**config.mk**
```make
export PLATFORM = sky130hd
export DESIGN_NAME = alu_issue_ctrl
export DESIGN_NICKNAME = d
export VERILOG_FILES = /design/src/rtl/alu_issue_ctrl.sv
export SDC_FILE = /design/constraint.sdc
export NUM_CORES = 1
export LEC_CHECK = 0
export ABC_AREA = 1
export CAP_MARGIN = 20
export CORE_ASPECT_RATIO = 1.4
export CORE_UTILIZATION = 55
export CTS_CLUSTER_SIZE = 8
export DETAILED_ROUTE_END_ITERATION = 6
export DONT_BUFFER_PORTS = 1
export GPL_ROUTABILITY_DRIVEN = 0
export PLACE_DENSITY = 0.73
export SYNTH_ARGS = -nofsm -noshare
export SYNTH_HDL_FRONTEND = slang
export SYNTH_SLANG_ARGS = --single-unit
```
**constraint.sdc**
```tcl
create_clock -name clk -period 1.5 [get_ports clk]
set_input_delay 0.3 -clock clk [delete_from_list [all_inputs] [get_ports clk]]
set_output_delay 0.3 -clock clk [all_outputs]
set_load 0.02 [all_outputs]
```
**src/rtl/alu_issue_ctrl.sv**
```systemverilog
// alu_issue_ctrl: decode/issue sequencer in front of the combinational ALU.
// Takes one instruction per handshake, drives the ALU selects for a full
// cycle, captures result/carry, then issues a single register-file write.
module alu_issue_ctrl #(
    parameter int IMM_W = 16,
    parameter int RF_AW = 5
) (
    input  logic             clk,
    input  logic             rst,
    input  logic             instr_valid,
    output logic             instr_ready,
    input  logic [31:0]      instr,
    input  logic [31:0]      alu_result,
    input  logic             alu_carry,
    output logic             ALUipsel,
    output logic [4:0]       ALUopsel,
    output logic             alu_bsel,
    output logic [31:0]      imm_out,
    output logic             rf_we,
    output logic [RF_AW-1:0] rf_waddr,
    output logic [31:0]      rf_wdata,
    output logic             carry_flag,
    output logic             illegal,
    output logic             busy
);

    localparam logic [1:0] ST_IDLE   = 2'd0;
    localparam logic [1:0] ST_DECODE = 2'd1;
    localparam logic [1:0] ST_EXEC   = 2'd2;
    localparam logic [1:0] ST_WB     = 2'd3;

    logic [1:0]  state;
    logic [5:0]  opcode_q;
    logic [4:0]  rd_q;
    logic [15:0] low_q;
    logic        upd_carry;

    logic        dec_ok;
    logic        dec_ipsel;
    logic        dec_bsel;
    logic        dec_shift;
    logic        dec_carry;
    logic [4:0]  dec_opsel;
    logic [4:0]  func;
    logic [4:0]  shamt;
    logic [31:0] imm_sext;

    // rt is not needed here; the register file reads it directly
    logic        unused_rt;
    assign unused_rt = ^instr[20:16];

    assign func     = low_q[4:0];
    assign shamt    = low_q[15:11];
    assign imm_sext = {{(32-IMM_W){low_q[IMM_W-1]}}, low_q[IMM_W-1:0]};

    assign instr_ready = (state == ST_IDLE);
    assign busy        = (state != ST_IDLE);
    assign illegal     = (state == ST_DECODE) && !dec_ok;
    assign rf_we       = (state == ST_WB) && (rf_waddr != '0);

    // Opcode/func decode of the latched instruction
    always_comb begin
        dec_ok    = 1'b0;
        dec_ipsel = 1'b0;
        dec_bsel  = 1'b0;
        dec_shift = 1'b0;
        dec_carry = 1'b0;
        dec_opsel = '0;
        case (opcode_q)
            6'b000000: begin
                case (func)
                    5'b00001: begin dec_ok = 1'b1; dec_opsel = func; dec_carry = 1'b1; end
                    5'b00010: begin dec_ok = 1'b1; dec_opsel = func; dec_ipsel = 1'b1; end
                    5'b00011,
                    5'b00100,
                    5'b00101: begin dec_ok = 1'b1; dec_opsel = func; end
                    5'b01010,
                    5'b01000,
                    5'b01001: begin
                        dec_ok    = 1'b1;
                        dec_opsel = func;
                        dec_bsel  = 1'b1;
                        dec_shift = 1'b1;
                    end
                    default: ;
                endcase
            end
            6'b000001: begin
                dec_ok    = 1'b1;
                dec_opsel = 5'b00001;
                dec_bsel  = 1'b1;
                dec_carry = 1'b1;
            end
            6'b000010: begin
                dec_ok    = 1'b1;
                dec_opsel = 5'b00010;
                dec_ipsel = 1'b1;
                dec_bsel  = 1'b1;
            end
            default: ;
        endcase
    end

    // Sequencer: IDLE -> DECODE -> EXEC -> WB -> IDLE, selects cleared on leaving WB
    always_ff @(posedge clk) begin
        if (rst) begin
            state      <= ST_IDLE;
            opcode_q   <= '0;
            rd_q       <= '0;
            low_q      <= '0;
            upd_carry  <= 1'b0;
            ALUipsel   <= 1'b0;
            ALUopsel   <= '0;
            alu_bsel   <= 1'b0;
            imm_out    <= '0;
            rf_waddr   <= '0;
            rf_wdata   <= '0;
            carry_flag <= 1'b0;
        end else begin
            case (state)
                ST_IDLE: begin
                    if (instr_valid) begin
                        opcode_q <= instr[31:26];
                        rd_q     <= instr[25:21];
                        low_q    <= instr[15:0];
                        state    <= ST_DECODE;
                    end
                end
                ST_DECODE: begin
                    if (dec_ok) begin
                        ALUipsel  <= dec_ipsel;
                        ALUopsel  <= dec_opsel;
                        alu_bsel  <= dec_bsel;
                        imm_out   <= dec_shift ? {27'b0, shamt} : imm_sext;
                        rf_waddr  <= RF_AW'(rd_q);
                        upd_carry <= dec_carry;
                        state     <= ST_EXEC;
                    end else begin
                        state <= ST_IDLE;
                    end
                end
                ST_EXEC: begin
                    rf_wdata <= alu_result;
                    if (upd_carry) carry_flag <= alu_carry;
                    state <= ST_WB;
                end
                default: begin
                    ALUipsel <= 1'b0;
                    ALUopsel <= '0;
                    alu_bsel <= 1'b0;
                    imm_out  <= '0;
                    state    <= ST_IDLE;
                end
            endcase
        end
    end

endmodule

```
**Word level (Yosys, flattened, before mapping)**

Cells that the tools add are included.

- Input bits: 68
- Word-level logic and storage cells: 66
- Register bits: 107

- Muxes and demuxes: 23
- Reduce and logical (&&, ||, !) cells: 15
- Bitwise logic cells: 1
- Equal/unequal tests: 15

Operators with widths:

| cell | number |
|---|---|
| 32-bit two-way mux | 2 |
| 32-bit case mux with 2 select lines | 1 |
| 5-bit by 4-bit equality test with 1-bit output (second input constant) | 3 |
| 5-bit case mux with 3 select lines | 1 |
| 1-bit case mux with 2 select lines | 6 |
| 5-bit by 2-bit equality test with 1-bit output (second input constant) | 2 |
| 5-bit by 3-bit equality test with 1-bit output (second input constant) | 2 |
| 5-bit two-way mux | 2 |
| 5-bit case mux with 2 select lines | 1 |
| 2-bit AND reduction | 4 |
| 8-bit OR reduction | 1 |
| 1-bit two-way mux | 7 |
| 6-bit by 1-bit equality test with 1-bit output (second input constant) | 1 |
| 6-bit by 2-bit equality test with 1-bit output (second input constant) | 1 |
| 6-bit logical NOT | 1 |
| 2-bit case mux with 3 select lines | 1 |
| 5-bit by 1-bit equality test with 1-bit output (second input constant) | 1 |
| 5-bit nonzero test | 1 |
| 2-bit equality test (second input constant) | 2 |
| 2-bit two-way mux | 2 |
| 2-bit != test (second input constant) | 2 |
| 2-bit OR reduction | 2 |
| 3-bit OR reduction | 1 |
| 2-bit by 1-bit equality test with 1-bit output (second input constant) | 1 |
| 5 further kinds | 6 |

**Logic depth before layout (Yosys ltp)**

Gate-level depths: netlist (run 1).

- Word-level depth: 7
- Mapped depth: 11
- Gate-level depth less buffers: 10

**Worst setup path before layout (run 1)**

No wires, ideal clock.

- Kind: register -> register
- Start: register state[0]
- End: register low_q[11]
- Library setup time: 119 ps
- Cell stages (with the launch flop): 8
- Period minus slack after synthesis: 1695 ps
- Data required time: 1381 ps
- Arrival time: 1576 ps
- Path slack: -195 ps
- Path through: dfxtp_1 > nor2_1 > inv_1 > nor2_1 > clkinv_1 > buf_2 > o21ai_0 > a21oi_1

- Longest elaborated chain between the ends: 2

RTL lines:

| what | line | text |
|---|---|---|
| start, declared | 32 | `logic [1:0] state;` |
| start signal, assigned | 107 | `state <= ST_IDLE;` |
| start signal, assigned | 126 | `state <= ST_DECODE;` |
| start signal, assigned | 137 | `state <= ST_EXEC;` |
| 2-bit logical NOT | -- |  |
| named net instr_ready | 11 | `output logic instr_ready,` |
| 2-bit AND reduction (no source line) | -- |  |
| end signal, assigned | 125 | `low_q <= instr[15:0];` |
| end, declared | 35 | `logic [15:0] low_q;` |

The timed path passes the listed nets, and every way through them passes these cells.
A chain may end at the register's enable or synchronous reset.

**Worst setup path after layout (run 1)**

- Start: register rf_waddr[2]
- End: output port rf_we

- Longest elaborated chain between the ends: 2

RTL lines:

| what | line | text |
|---|---|---|
| start, declared | 20 | `output logic [RF_AW-1:0] rf_waddr,` |
| start signal, assigned | 135 | `rf_waddr <= RF_AW'(rd_q);` |
| 5-bit nonzero test | 59 | `assign rf_we = (state == ST_WB) && (rf_waddr != '0);` |
| 1-bit logical AND | 59 |  |
| end, declared | 19 | `output logic rf_we,` |

Every way passes these cells.

==> reports/metrics.yaml, run 1 <==
status: "finished with violations"
violations: "setup timing"
setup_viol: 22
r2r_slack_ns: -0.15
start_util: 0.574
synth_warnings: 0
finClkSkew_ns: 0.0100
cp-start-kind: "flop"
avgViaCountPerCell: 5.77
drtPass1Iterations: 5
drt.antenna.violating_nets: 0
die_w_um: 70.3
final_max_slew_viol_count: 0
clkPwrFrac: 0.337
seq_area_frac_synth: 0.508
routed_wl_mm: 9.34
synth.ff_latch_count: 91
async_reset_ff_frac: 0
cts_buffers: 9
vias: 3267
worstHoldStart: "instr[6]"
required_ns: 1.20
clockBufferDepth: 2
grt_overflow: 0
p_comb_frac: 0.158
path_max_fanout: 2
portBuffers: 0
nets: 557
arrival_ns: 1.45
whs_endpoint: "low_q[6]$_SDFFE_PP0P_"
syn2layout_area_growth_pct: 22.3
final_util: 0.701
clk_pin_slew_ns: 0.09
synth_top_area_frac: 0.508
synth_edf_count: 0
cts.sinks: 91
setup_tns_ns: -1.17
whs_path_depth: 2
grt_pass1_wl_mm: 14.0
synth_most_common_cell: "nor2_1"
die_h_um: 97.6
final_cells: 566
r2r_cells: 11
dieArea_um2: 6850
drc: 0
rows: 34
yosys_most_used_dff: "dfxtp_1"
rsz0062_at_grt: "yes"
synth_fp_nets: 541
cts_max_level: 3
root_buffer: "clkbuf_8"
fin_crit_ns: 1.75
power_leakage_nw: 1.83
fmax_ghz: 0.572
grt_pass1_vias: 3130
synth_area_per_cell_um2: 7.58
dp.cells: 535
setup_slack_ns: -0.249
worstMarginPinSlew_ns: 0.901
yosysTopAreaCell: "dfxtp_1"
critPathCaptureType: "primary output"
place_hpwl_mm: 6.05
cap_violations: 0
powerDensity_nw_per_um2: 1250
placed_area_um2: 3730
design_area_um2: 4390
drive_above_1_share: 0.279
grt.total_usage: 0.258
synthTopCellsByArea: "dfxtp_1 (51%), nor2_1 (15%), o21ai_0 (10%)"
power_switching_w: 0.00159
timing.rr.end: "imm_out[0]$_SDFFE_PP0P_"
worstSetupPathType: "reg2out"
p_int_w: 0.00391
clock_latency_ns: 0.35
fp.coreArea_um2: 6250
ir_worst_vdd_mv: 0.756
syn_inst: 473
synth_commonest_cells: "nor2_1 (141), dfxtp_1 (91), o21ai_0 (74)"
seq_power_share: 0.505
grt_max_degree: 33
drtIter0Drc: 248
antenna_cells: 0
synth_area_um2: 3590
antenna_found_initial: 0
hold_viol_final: 0
num_io_pins: 149
wl_per_cell_um: 16.5
p_sw_frac: 0.290
finalCritPeriodShare: 1.17
maxSlewHeadroom: 0.397
whs_ns: 0.0760
cts_tree: "yes"
worstReg2RegStart: "opcode_q[2]$_SDFFE_PP0P_"
min_path_type: "in2reg"
synth_cell_type_count: 23
[cell families (layout without fill, tap and decap cells)]
family | count (synthesis) | in the layout | share of synthesized area
and+or+nand+nor | 212 | 212 | 0.249
buffers and inverters | 65 | 86 | 0.0945
DFF | 91 | 91 | 0.508
AOI/OAI and AO/OA | 105 | 105 | 0.148
[worst max-delay path by stage]
| stage | start | endpoint | depth (start not counted) |
|---|---|---|---|
| 2_1_floorplan | state[0]$_SDFFE_PP0P_ | low_q[11]$_SDFFE_PP0P_ | 7 |
| 3_3_place_gp | rf_waddr[2]$_SDFFE_PP0P_ | rf_we | 3 |
| 3_5_place_dp | low_q[3]$_SDFFE_PP0P_ | imm_out[0]$_SDFFE_PP0P_ | 10 |
| 4_1_cts | rf_waddr[2]$_SDFFE_PP0P_ | rf_we | 3 |
| 5_1_grt | rf_waddr[2]$_SDFFE_PP0P_ | rf_we | 3 |
| 6_report | rf_waddr[2]$_SDFFE_PP0P_ | rf_we | 3 |
[area by class of cell]
cell class | count | area (um^2)
multi-input combinational | 317 | 1670
fill | 488 | 1870
clock buffer | 11 | 141
inverter | 23 | 104
timing repair buffer | 47 | 442
sequential | 91 | 1850
clock inverter | 5 | 86.3
tap | 72 | 90.1
[critical path: stages (launching register included)]
cell      delay [ns]
dfxtp_2         0.33
or3_4           0.40
o311ai_4        0.25
inv_2           0.11
[repair_timing]
item                                    4_1_cts  5_1_grt
gates resized for setup                      61       54
pin swaps                                    10       34
buffers inserted                              9        5
gates cloned                                  1        1
hold buffers                                  2        0
endpoints found under the setup margin       27       56
endpoints found under the hold margin        20        0
[metrics by stage]
stage / total power (W) / setup slack [ns]
after global placement: 0.00342 / -0.00733
after global routing: 0.00570 / -0.298
final: 0.00550 / -0.249
after floorplan: 0.00325 / 0.0387
after detailed placement: 0.00344 / -0.0241
after CTS: 0.00542 / -0.251
[layout by cell type (no fill, tap or decap), drive strengths merged]
cell type,n
o311ai,1
nand2,40
inv,24
clkinvlp,2
dfxtp,91
buf,45
clkbuf,11
bufinv,2
dlygate4sd3,2
nand4,13
a21oi,29
or3,1
nor2,145
nand3,13
a211oi,1
o21ai,74
[sequential cells by signal, summed over array words and instances, names as in the netlist]
name,cells
rf_wdata,32
upd_carry,1
ALUopsel,5
state,2
imm_out,16
opcode_q,6
rd_q,5
ALUipsel,1
carry_flag,1
rf_waddr,5
low_q,16
alu_bsel,1
[power by group through the flow]
stage / Combinational, W / Clock, W / Sequential [W]
after floorplan: 0.000452 / 0 / 0.00279
after global placement: 0.000616 / 0 / 0.00280
after detailed placement: 0.000640 / 0 / 0.00280
after CTS: 0.000772 / 0.00188 / 0.00277
after global routing: 0.000940 / 0.00197 / 0.00280
final: 0.000867 / 0.00185 / 0.00278
[routing by layer]
metal,part of all wire,GRT usage
met1,0.37,0.260
met2,0.52,0.461
met3,0.072,0.0799
met4,0.036,0.138
met5,0,0
No activity file was read; power rests on OpenSTA's default activity.
==> run 2: changes to the inputs <==
CAP_MARGIN = 30   (was 20)
PLACE_DENSITY = 0.7   (was 0.73)
clock period = 2.24 ns   (was 1.5 ns; I/O delays follow)
==> run 2 against run 1 <==
Combinational power decreased by 60%. Total power decreased by 39%. Hold slack improved by 0.088 ns. Largest cell class unchanged. Utilization decreased by 10 points. Routed wire length decreased by 17%. Via count decreased by 11%. Critical endpoint unchanged. The run now ends clean. Sequential share of layout area increased by 6.6 points. Sequential cell count unchanged. Cell count decreased by 6.7%. Worst setup slack improved by 0.37 ns. Critical path type unchanged. Sequential power decreased by 33%.
==> reports/metrics.yaml, run 2 (synthesis gave the netlist of run 1 again) <==
regMostFlops: "rf_wdata"
grt_max_degree: 44
hold_buffers: 0
startpoint: "rf_waddr[2]$_SDFFE_PP0P_"
setup_viol: 0
dieArea_um2: 6850
grt_pass1_wl_mm: 12.7
clk_pin_slew_ns: 0.09
post-cts-setup-buffers: 0
nets: 520
drtIter0Drc: 209
drive_above_1_share: 0.0855
root_buffer: "clkbuf_8"
cp-start-kind: "flop"
grt.total_usage: 0.229
portBuffers: 0
critPathCaptureType: "primary output"
reg.largest.list: "rf_wdata: 32 flops, imm_out: 16 flops, low_q: 16 flops"
die_h_um: 97.6
min_path_type: "in2reg"
layout_commonest_cell: "nor2_1"
cap_violations: 0
wl_per_cell_um: 14.7
maxSlewHeadroom: 0.751
setup_slack_ns: 0.117
cts_resized: 0
start_util: 0.574
num_io_pins: 149
worstReg2RegStart: "opcode_q[2]$_SDFFE_PP0P_"
status: "completed"
die_w_um: 70.3
powerDensity_nw_per_um2: 903
required_ns: 1.79
whs_path_depth: 1
vias: 2902
final_util: 0.597
syn2layout_area_growth_pct: 4.15
ir_worst_vdd_mv: 0.722
antenna_cells: 0
crit_end: "rf_we"
cts_buffers: 9
grt_overflow: 0
worstMarginPinSlew_ns: 0.369
avgViaCountPerCell: 5.50
drtPass1Iterations: 4
routed_wl_mm: 7.75
largest_reg_flops: 32
timing.rr.end: "rf_waddr[4]$_SDFFE_PP0P_"
place_hpwl_mm: 5.40
clockBufferDepth: 2
clock_latency_ns: 0.34
fin_crit_ns: 2.12
hold_viol_final: 0
finalCritPeriodShare: 0.948
drc: 0
final_max_slew_viol_count: 0
drt.antenna.violating_nets: 0
power_leakage_nw: 1.56
antenna_found_initial: 0
fp.coreArea_um2: 6250
grt_pass1_vias: 2787
setup_tns_ns: 0
cts.sinks: 91
worstSetupPathType: "reg2out"
finClkSkew_ns: 0.0131
path_max_fanout: 3
layout_common_cells: "nor2_1 (140), dfxtp_1 (90), o21ai_0 (74), nand2_1 (37), a21oi_1 (29)"
cts_max_level: 3
r2r_slack_ns: 0.52
r2r_cells: 9
arrival_ns: 1.67
rsz0062_at_grt: "no"
fmax_ghz: 0.471
rows: 34
pre_cts_ws_ns: 0.444
cts_tree: "yes"
[run 2: changes by cell type in the layout (fill, tap and decap cells not counted), moves of 9 or more]
cell,previous run,this run
nor2_1,130,140
buf_4,32,9
o21ai_0,62,74
nand2_1,26,37
buf_6,9,0
dfxtp_1,78,90
[run 2: per-stage QoR]
| stage | instance area (um^2) | hold slack [ns] | power (W) | cells |
|---|---|---|---|---|
| floorplan | 3590 | 0.445 | 0.00217 | 473 |
| global placement | 3520 | 0.469 | 0.00223 | 513 |
| detailed placement | 3520 | 0.476 | 0.00224 | 513 |
| CTS | 3740 | 0.143 | 0.00341 | 528 |
| global route | 3740 | 0.143 | 0.00353 | 528 |
| finish | 3740 | 0.164 | 0.00337 | 528 |
[run 2: routing by layer]
layer	vias to the layer above	part of all wire	wire [um]	GRT usage
li1	1473	-	-	-
met1	1310	0.42	3250	0.276
met2	109	0.50	3910	0.388
met3	10	0.062	479	0.0446
met4	0	0.014	112	0.106
met5	-	0	0	0
[run 2: how the worst min path moves through the flow]
stage	slack (ns)	end	from
floorplan	0.44	low_q[11]$_SDFFE_PP0P_	low_q[11]$_SDFFE_PP0P_
global placement	0.47	opcode_q[1]$_SDFFE_PP0P_	opcode_q[1]$_SDFFE_PP0P_
detailed placement	0.48	low_q[11]$_SDFFE_PP0P_	low_q[11]$_SDFFE_PP0P_
CTS	0.14	imm_out[30]$_SDFFE_PP0P_	rst
global route	0.14	imm_out[30]$_SDFFE_PP0P_	rst
finish	0.16	imm_out[7]$_SDFFE_PP0P_	rst
[run 2: power breakdown]
part	internal, W	switching (W)	total, W
sequential	0.00172	0.000133	0.00185
clock	0.000614	0.000559	0.00117
combinational	0.000108	0.000240	0.000348
[run 2: final cells by class]
| type | count | area, um^2 |
|---|---|---|
| clock inverter | 4 | 55.1 |
| sequential | 91 | 1830 |
| clock buffer | 11 | 163 |
| multi-input combinational | 317 | 1430 |
| inverter | 23 | 86.3 |
| timing repair buffer | 10 | 87.6 |
| fill | 588 | 2520 |
| tap | 72 | 90.1 |
[run 2: worst max-delay path: stages (launching register included)]
cell      delay (ns)
dfxtp_1         0.39
or3_1           0.40
o311ai_0        0.35
inv_1           0.20
